[src/rtl/parser_pkg.sv]
// Shared definitions for the parser front end: tag bit layout, default widths
// and the framer state encoding.
package parser_pkg;

    // Tag bit positions consumed downstream by Shift_Head.
    localparam int TAG_VALID_BIT = 0;
    localparam int TAG_SHIFT_BIT = 1;
    localparam int TAG_FIRST_BIT = 2;

    localparam int DEF_DATA_WIDTH       = 128;
    localparam int DEF_HEAD_WIDTH       = 512;
    localparam int DEF_META_WIDTH       = 256;
    localparam int DEF_HEAD_SHIFT_WIDTH = 4;
    localparam int DEF_META_SHIFT_WIDTH = 4;
    localparam int DEF_TAG_WIDTH        = 4;

    typedef enum logic [2:0] {
        ST_IDLE,
        ST_COLLECT1,
        ST_COLLECT2,
        ST_PAD2,
        ST_PAYLOAD
    } framer_state_e;

    // Tag for an emitted word; the valid bit is always set.
    function automatic logic [2:0] tag_bits(input logic first, input logic shift);
        logic [2:0] t;
        t                = '0;
        t[TAG_VALID_BIT] = 1'b1;
        t[TAG_SHIFT_BIT] = shift;
        t[TAG_FIRST_BIT] = first;
        return t;
    endfunction

endpackage

[src/rtl/pld_skid_buf.sv]
// One-entry valid/ready register for the payload stream; holds data stable
// while the consumer stalls.
module pld_skid_buf #(
    parameter int DATA_WIDTH = 128
) (
    input  logic                  i_clk,
    input  logic                  i_rst_n,
    input  logic [DATA_WIDTH-1:0] i_data,
    input  logic                  i_valid,
    input  logic                  i_eop,
    output logic                  o_ready,
    output logic [DATA_WIDTH-1:0] o_data,
    output logic                  o_valid,
    output logic                  o_eop,
    input  logic                  i_ready
);

    assign o_ready = !o_valid || i_ready;

    // NOTE: sequential state uses non-blocking assignments so every register
    // samples pre-edge values regardless of process ordering.
    always_ff @(posedge i_clk or negedge i_rst_n) begin
        if (!i_rst_n) begin
            o_data  <= '0;
            o_valid <= 1'b0;
            o_eop   <= 1'b0;
        end else if (i_valid && o_ready) begin
            o_data  <= i_data;
            o_eop   <= i_eop;
            o_valid <= 1'b1;
        end else if (i_ready) begin
            o_valid <= 1'b0;
        end
    end

endmodule

[src/rtl/head_framer.sv]
// Frames each packet into two tagged head/meta words for Shift_Head and
// forwards the remaining beats on a backpressured payload stream.
module head_framer
    import parser_pkg::*;
#(
    parameter int DATA_WIDTH       = DEF_DATA_WIDTH,
    parameter int HEAD_WIDTH       = DEF_HEAD_WIDTH,
    parameter int META_WIDTH       = DEF_META_WIDTH,
    parameter int HEAD_SHIFT_WIDTH = DEF_HEAD_SHIFT_WIDTH,
    parameter int META_SHIFT_WIDTH = DEF_META_SHIFT_WIDTH,
    parameter int TAG_WIDTH        = DEF_TAG_WIDTH
) (
    input  logic                            i_clk,
    input  logic                            i_rst_n,
    input  logic [DATA_WIDTH-1:0]           i_data,
    input  logic                            i_valid,
    input  logic                            i_sop,
    input  logic                            i_eop,
    output logic                            o_ready,
    input  logic [HEAD_SHIFT_WIDTH-1:0]     i_cfg_head_shift,
    input  logic [META_SHIFT_WIDTH-1:0]     i_cfg_meta_shift,
    output logic [HEAD_WIDTH+TAG_WIDTH-1:0] o_head,
    output logic [HEAD_SHIFT_WIDTH-1:0]     o_headShift,
    output logic [META_WIDTH+TAG_WIDTH-1:0] o_meta,
    output logic [META_SHIFT_WIDTH-1:0]     o_metaShift,
    output logic [DATA_WIDTH-1:0]           o_pld_data,
    output logic                            o_pld_valid,
    output logic                            o_pld_eop,
    input  logic                            i_pld_ready
);

    localparam int BEATS = HEAD_WIDTH / DATA_WIDTH;
    localparam int CNT_W = (BEATS > 1) ? $clog2(BEATS) : 1;
    localparam logic [CNT_W-1:0] LAST_BEAT = CNT_W'(BEATS - 1);

    framer_state_e               state_q, state_d;
    logic                        ready_en_q;
    logic [HEAD_WIDTH-1:0]       acc_q, fill_word;
    logic [CNT_W-1:0]            cnt_q;
    logic [HEAD_SHIFT_WIDTH-1:0] hshift_q, cur_hshift;
    logic [META_SHIFT_WIDTH-1:0] mshift_q, cur_mshift;
    logic [7:0]                  seq_q;
    logic                        collecting, beat_fire, word_done, is_first;
    logic                        pld_in_valid, pld_in_ready;

    assign beat_fire    = i_valid & o_ready;
    assign is_first     = (state_q != ST_COLLECT2);
    assign word_done    = beat_fire & collecting & (i_eop | (cnt_q == LAST_BEAT));
    assign pld_in_valid = beat_fire & (state_q == ST_PAYLOAD);
    // A word can complete on the sop beat itself, before the amounts are latched.
    assign cur_hshift   = (state_q == ST_IDLE) ? i_cfg_head_shift : hshift_q;
    assign cur_mshift   = (state_q == ST_IDLE) ? i_cfg_meta_shift : mshift_q;

    always_comb begin
        fill_word = acc_q;
        for (int s = 0; s < BEATS; s++) begin
            if (cnt_q == CNT_W'(s)) fill_word[s*DATA_WIDTH +: DATA_WIDTH] = i_data;
        end
    end

    always_ff @(posedge i_clk or negedge i_rst_n) begin
        if (!i_rst_n) state_q <= ST_IDLE;
        else          state_q <= state_d;
    end

    // NOTE: every combinational output gets a default first, so no path can
    // leave it unassigned and infer a latch.
    always_comb begin
        state_d = state_q;
        unique case (state_q)
            ST_IDLE, ST_COLLECT1, ST_COLLECT2: begin
                if (word_done) begin
                    if (is_first) state_d = i_eop ? ST_PAD2 : ST_COLLECT2;
                    else          state_d = i_eop ? ST_IDLE : ST_PAYLOAD;
                end else if (beat_fire && collecting && state_q == ST_IDLE) begin
                    state_d = ST_COLLECT1;
                end
            end
            ST_PAD2: state_d = ST_IDLE;
            // The eop beat sitting in the skid register marks the packet end.
            ST_PAYLOAD: if (o_pld_valid && o_pld_eop && i_pld_ready) state_d = ST_IDLE;
            default: state_d = ST_IDLE;
        endcase
    end

    always_comb begin
        o_ready    = 1'b0;
        collecting = 1'b0;
        unique case (state_q)
            ST_IDLE: begin
                o_ready    = ready_en_q;
                collecting = i_sop;
            end
            ST_COLLECT1, ST_COLLECT2: begin
                o_ready    = ready_en_q;
                collecting = 1'b1;
            end
            ST_PAYLOAD:
                o_ready = ready_en_q & i_pld_ready & pld_in_ready & ~(o_pld_valid & o_pld_eop);
            default: ;
        endcase
    end

    always_ff @(posedge i_clk or negedge i_rst_n) begin
        if (!i_rst_n) begin
            ready_en_q  <= 1'b0;
            acc_q       <= '0;
            cnt_q       <= '0;
            hshift_q    <= '0;
            mshift_q    <= '0;
            seq_q       <= '0;
            o_head      <= '0;
            o_meta      <= '0;
            o_headShift <= '0;
            o_metaShift <= '0;
        end else begin
            ready_en_q  <= 1'b1;
            o_head      <= '0;
            o_meta      <= '0;
            o_headShift <= '0;
            o_metaShift <= '0;
            if (beat_fire && collecting) begin
                if (state_q == ST_IDLE) begin
                    hshift_q <= i_cfg_head_shift;
                    mshift_q <= i_cfg_meta_shift;
                end
                if (word_done) begin
                    acc_q  <= '0;
                    cnt_q  <= '0;
                    o_head <= {TAG_WIDTH'(tag_bits(is_first, is_first && cur_hshift != '0)),
                               fill_word};
                    o_meta <= {TAG_WIDTH'(tag_bits(is_first, is_first && cur_mshift != '0)),
                               META_WIDTH'(seq_q)};
                    if (is_first) begin
                        o_headShift <= cur_hshift;
                        o_metaShift <= cur_mshift;
                    end else begin
                        seq_q <= seq_q + 8'd1;
                    end
                end else begin
                    acc_q <= fill_word;
                    cnt_q <= cnt_q + CNT_W'(1);
                end
            end else if (state_q == ST_PAD2) begin
                o_head <= {TAG_WIDTH'(tag_bits(1'b0, 1'b0)), HEAD_WIDTH'(0)};
                o_meta <= {TAG_WIDTH'(tag_bits(1'b0, 1'b0)), META_WIDTH'(seq_q)};
                seq_q  <= seq_q + 8'd1;
            end
        end
    end

    pld_skid_buf #(
        .DATA_WIDTH(DATA_WIDTH)
    ) u_pld_skid_buf (
        .i_clk   (i_clk),
        .i_rst_n (i_rst_n),
        .i_data  (i_data),
        .i_valid (pld_in_valid),
        .i_eop   (i_eop),
        .o_ready (pld_in_ready),
        .o_data  (o_pld_data),
        .o_valid (o_pld_valid),
        .o_eop   (o_pld_eop),
        .i_ready (i_pld_ready)
    );

endmodule

[config.mk]
export PLATFORM = sky130hd
export DESIGN_NAME = head_framer
export DESIGN_NICKNAME = d
export VERILOG_FILES = /design/src/rtl/parser_pkg.sv /design/src/rtl/pld_skid_buf.sv /design/src/rtl/head_framer.sv
export SDC_FILE = /design/constraint.sdc
export NUM_CORES = 2
export LEC_CHECK = 0
export BUFFER_PORTS_ARGS = -buffer_cell sky130_fd_sc_hd__buf_2
export CAP_MARGIN = 10
export CORE_AREA = 3 3 412 414
export DETAILED_ROUTE_END_ITERATION = 10
export DIE_AREA = 0 0 415 417
export SYNTH_ARGS = -nofsm -noshare
export SYNTH_HDL_FRONTEND = slang
export SYNTH_SLANG_ARGS = --single-unit
[constraint.sdc]
create_clock -name i_clk -period 5.4 [get_ports i_clk]
set_input_delay 0.54 -clock i_clk [delete_from_list [all_inputs] [get_ports i_clk]]
set_output_delay 0.54 -clock i_clk [all_outputs]
set_load 0.1 [all_outputs]
After elaboration in Yosys (flattened, before gate mapping):

Index checks and enable logic that the tools add are counted.

* register bits after elaboration: 1448
* bits of input ports: 142
* word-level logic and storage cells: 92

* add/subtract/negate cells: 2
* equality and inequality tests: 12
* multiplexer cells: 35
* bitwise gates (word level): 10
* reductions and logical operators: 19

Operators by type and width (count)
* $mux W516: 1
* $mux W515: 1
* $mux W513: 1
* $mux W128: 4
* $mux W512: 1
* $mux W260: 1
* $mux W259: 1
* $mux W257: 1
* $mux W4: 8
* $mux W8: 4
* $mux W3: 5
* $add A8 B1 Y8 const B: 1
* $and A1 B1 Y1: 8
* $reduce_bool A4 Y1: 2
* $logic_and A1 B1 Y1: 7
* $eq A3 B2 Y1 const B: 2
* $pmux W3 S2: 1
* $eq A2 B2 Y1 const B: 2
* $ne A2 B2 Y1 const B: 2
* $pmux W1 S2: 2
* $reduce_bool A2 Y1: 2
* $eq A3 B1 Y1 const B: 1
* $eq A3 B3 Y1 const B: 1
* $logic_not A3 Y1: 1
* 16 further kinds: 18

Depth between registers and ports, before layout:

* word-level depth: 11
* mapped depth: 10
* mapped depth without buffers: 6

Modules after synthesis:

From an unflattened synthesis, not the netlist that was laid out.

* cells, all modules: 3464
* area, all modules: 47083.9 um^2

By module, submodules not included
* head_framer: instances 1, cells an instance 3188, area each 41821.4 um^2
* pld_skid_buf: instances 1, cells an instance 276, area each 5262.5 um^2

Worst setup path before layout:

OpenSTA, ideal clock, no wires.

* path kind: register to register
* start: register u_pld_skid_buf.o_valid
* end: register o_head[332]
* setup time: 121 ps
* arrival: 2368 ps
* setup slack: 2911 ps
* cell stages (with the launch flop): 9
* period minus slack after synthesis: 2489 ps
* cells stage by stage: dfrtp_1 -> nand2_1 -> a32o_1 -> buf_4 -> nand3_1 -> buf_2 -> buf_2 -> buf_2 -> nor2_1

* word-level cells in the longest chain between the ends: 10
* elaborated cells between the ends (all ways): 13
* those cells by class: mux (3); bitwise (7); reduce/logical (3)

RTL lines
* start, declared: RTL line pld_skid_buf.sv:13 `output logic o_valid,`
* start signal, assigned: RTL line pld_skid_buf.sv:25 `o_valid <= 1'b0;`
* start signal, assigned: RTL line pld_skid_buf.sv:30 `o_valid <= 1'b1;`
* start signal, assigned: RTL line pld_skid_buf.sv:32 `o_valid <= 1'b0;`
* $logic_not A1 Y1: RTL line pld_skid_buf.sv:18 `assign o_ready = !o_valid || i_ready;`
* $logic_or A1 B1 Y1: RTL line pld_skid_buf.sv:18
* $and A1 B1 Y1: RTL line head_framer.sv:99 `o_ready = ready_en_q & i_pld_ready & pld_in_ready & ~(o_pld_valid & o_pld_eop);`
* $and A1 B1 Y1 (*): RTL line head_framer.sv:99
* $pmux W1 S2 (*): RTL line head_framer.sv:89 `unique case (state_q)`
* via o_ready: RTL line head_framer.sv:19 `output logic o_ready,`
* $and A1 B1 Y1 (*): RTL line head_framer.sv:46 `assign beat_fire = i_valid & o_ready;`
* $and A1 B1 Y1 (2 in a row): RTL line head_framer.sv:48 `assign word_done = beat_fire & collecting & (i_eop | (cnt_q == LAST_BEAT));`
* $mux W515: RTL line head_framer.sv:127 `if (word_done) begin`
* $mux W516 (*): RTL line head_framer.sv:122 `if (beat_fire && collecting) begin`
* end signal, assigned: RTL line head_framer.sv:130 `o_head <= {TAG_WIDTH'(tag_bits(is_first, is_first && cur_hshift != '0)),`
* end signal, assigned: RTL line head_framer.sv:145 `o_head <= {TAG_WIDTH'(tag_bits(1'b0, 1'b0)), HEAD_WIDTH'(0)};`
* end, declared: RTL line head_framer.sv:22 `output logic [HEAD_WIDTH+TAG_WIDTH-1:0] o_head,`

The timed path passes the listed nets; every way through them passes the cells marked *.
A chain may end at the register's enable or synchronous reset.

Final worst setup path:

* start: register state_q[1]
* end: register acc_q[193]

* word-level cells in the longest chain between the ends: 7
* elaborated cells between the ends (all ways): 13
* those cells by class: eq/ne (3); mux (3); bitwise (3); reduce/logical (4)

RTL lines
* start, declared: RTL line head_framer.sv:36 `framer_state_e state_q, state_d;`
* start signal, assigned: RTL line head_framer.sv:63 `else state_q <= state_d;`
* $eq A3 B1 Y1, or another cell as far along: RTL line head_framer.sv:89
* $reduce_or A3 Y1 (no line)
* $pmux W1 S2: RTL line head_framer.sv:89
* $and A1 B1 Y1: RTL line head_framer.sv:46
* $and A1 B1 Y1 (2 in a row): RTL line head_framer.sv:48
* $mux W512: RTL line head_framer.sv:127
* end signal, assigned: RTL line head_framer.sv:141 `acc_q <= fill_word;`
* end, declared: RTL line head_framer.sv:38 `logic [HEAD_WIDTH-1:0] acc_q, fill_word;`

Parallel ways exist; a longest one is shown, timed or not.

==> run metrics <==
gr ovfl total=0; # hold bufs at CTS=10; Synth async-reset ratio=1.00; top area cells in the synthesized netlist=dfrtp_1, mux2i_1, a22o_1, buf_4, nor2_1; cell count after synthesis=3597; cell count after placement=6298; Hold WC Path Type=in2reg; initial antenna violation count=9; post-synthesis cell type count=38; fmax=0.315 GHz; CP required=6.05 ns; layout cells sized above 1=0.284; Core Region=0.167 mm²; leading area contributor after synthesis=dfrtp_1; register area share after synthesis=0.635; crit path time final=3.17 ns; critical path class=reg2reg; worst-path maximum fanout=50; via density per instance=4.53; GRT Util Overall=0.158; commonest non-fill, non-tap cell in the layout=dfrtp_1; H-tree depth=4; die area=0.173 mm²; fin nets=4385; CP endpoint kind=flip-flop; P&R area growth vs syn=19.9%; Final period util=0.588; fill count=16500; register bit total from synthesis=1196; Cell Rows=150; Post-CTS Setup Bufs=0; First DRT Iteration DRCs=2143; synthesized area per cell=13.1 µm²; Detail Route Antenna Nets=0; YS warnings=0; Synth Cell Area=0.0471 mm²; final WL=141 mm; worst flop-to-flop path endpoint=acc_q[193]; top-area cell type share of the netlist area=0.635; clk_skew=0.0278 ns; hold path endpoint=u_pld_skid_buf.o_eop; critical path arrival=3.82 ns; Slew Viols, Final=0; final setup vio count=0; CP Launch Type=flip-flop; dominant synthesized flop cell=dfrtp_1; Register-to-Register Path Depth=6; Inserted Clock Buffers=132; critical hold path startpoint=i_eop; vias in the first global route=29700; DR vias=29600; setup_tns=0 ns; Detailed Place HPWL=92.0 mm; 1st-pass router iterations=5; most frequent cells in the layout=dfrtp_1, buf_2, nor2_1, mux2i_1, a22o_1; P_leak=29.2 nW; status=complete, no violations; CP Launch Point=state_q[1]; CTS resizes=0; DIE HEIGHT=417 µm; Worst-path clk slew=0.06 ns; clock tree sinks=1196; Die W=415 µm; R2R Setup Slk=2.23 ns; Root Buffer=clkbuf_16; Worst-Skew Late Latency=0.78 ns; Hold Fails Final Rpt=0; num ports=1057; pwr dens=504 mW/mm²; CTS tree=built; largest net degree at the start of global routing=163; gpl congestion=0.807; port buffer count=806; slew margin rel.=0.352; Max-Cap Viols=0; Non-Filler Instances=6546; Max clock buf depth=3; routed len/inst=21.5 µm; Worst Hold Path Cells=2; Worst R2R Start=state_q[1]; # DRC=0; first-pass GRT wire length=205 mm; VDD IR max=0.422 mV; initial core utilization=0.283; number of synthesized flops with an enable pin=0; unrepaired setup endpoints after global routing=false; worst slew pin tran=0.972 ns
==> metal layers <==
layer / GRT usage / wire length, µm / share of wire / vias to the layer above
li1: - / - / - / 12900
met3: 0.0335 / 7140 / 0.051 / 252
met1: 0.195 / 56800 / 0.40 / 15500
met4: 0.0705 / 6320 / 0.045 / 2
met2: 0.266 / 70400 / 0.50 / 971
met5: 0 / 16 / 0.00011 / -
==> where the power goes <==
part           switching (mW)  leakage (nW)  internal [mW]  total [mW]
clock                    3.85          2.20           5.40        9.24
sequential              0.779          16.5           10.3        11.1
combinational            5.68          10.5           2.44        8.12
total                    10.3          29.2           18.2        28.5
==> how the worst max path moves through the flow <==
stage | end | slack (ns) | cells after the start
2_1_floorplan | o_head[332] | 2.91 | 8
3_3_place_gp | acc_q[421] | 2.26 | 5
3_5_place_dp | acc_q[324] | 2.21 | 6
4_1_cts | acc_q[417] | 2.21 | 5
5_1_grt | acc_q[340] | 2.05 | 7
6_report | acc_q[193] | 2.23 | 6
==> layout make-up <==
cell class | count | area, µm² | share of cell area
multi-input cells | 2031 | 14500 | 0.257
inverters | 3 | 11.3 | 0.000199
well taps | 2204 | 2760 | 0.0488
flip-flops and latches | 1196 | 29900 | 0.529
clock inverters | 54 | 703 | 0.0124
clock buffers | 183 | 3790 | 0.0670
diodes | 1 | 2.50 | 0.0000443
repair buffers | 874 | 4830 | 0.0855
==> state kept, by name, indices dropped and copies added, names as in the netlist, 3 cells and up <==
signal,flops
hshift_q,4
state_q,3
o_metaShift,4
mshift_q,4
o_meta,10
o_head,514
u_pld_skid_buf.o_data,128
seq_q,8
acc_q,512
o_headShift,4
==> critical path, cell delays in order (launching register included) <==
cell and delay [ns]:
dfrtp_1 0.69, nor3_1 0.22, nor3b_1 0.48, and2_1 0.51
o21ai_4 0.33, buf_4 0.42, a22o_1 0.30
==> stage by stage <==
| stage | total power [mW] | instance area [µm²] | utilization | hold slack (ns) | setup WS (ns) |
|---|---|---|---|---|---|
| 5_1_grt | 29.7 | 56500 | 0.339 | 0.0671 | 2.05 |
| 4_1_cts | 28.8 | 56500 | 0.339 | 0.0345 | 2.21 |
| 3_3_place_gp | 19.3 | 51900 | 0.312 | 0.468 | 2.26 |
| 2_1_floorplan | 17.7 | 48100 | - | 0.244 | 2.91 |
| 6_report | 28.5 | 56500 | 0.339 | 0.111 | 2.23 |
| 3_5_place_dp | 19.4 | 51900 | 0.312 | 0.470 | 2.21 |
==> Yosys cell counts (all sizes together) (3+ instances only) <==
library cell / count
mux2i: 513
buf: 537
ha: 5
nor2b: 4
and3: 6
nand3: 7
mux2: 138
dfrtp: 1196
and2: 138
nor2: 525
clkbuf: 79
nor3b: 10
a22o: 384
o21ai: 5
nand2: 9
a21oi: 11
xnor2: 7
inv: 3
==> kinds of logic (layout without fill, tap and decap cells) <==
group                    after synthesis  count (layout)  share of synthesized area
multiplexers                         651             651                      0.142
other                                  2             252                   0.000159
AND/OR/NAND/NOR                      710             710                     0.0665
AO/OA/AOI/OAI                        406             406                     0.0744
flip-flops                          1196            1196                      0.635
adder cells (fa/ha/maj)                5               5                    0.00133
buffers and inverters                619            1114                     0.0795
XOR/XNOR                               8               8                    0.00149
No activity file was read; power rests on OpenSTA's default activity.
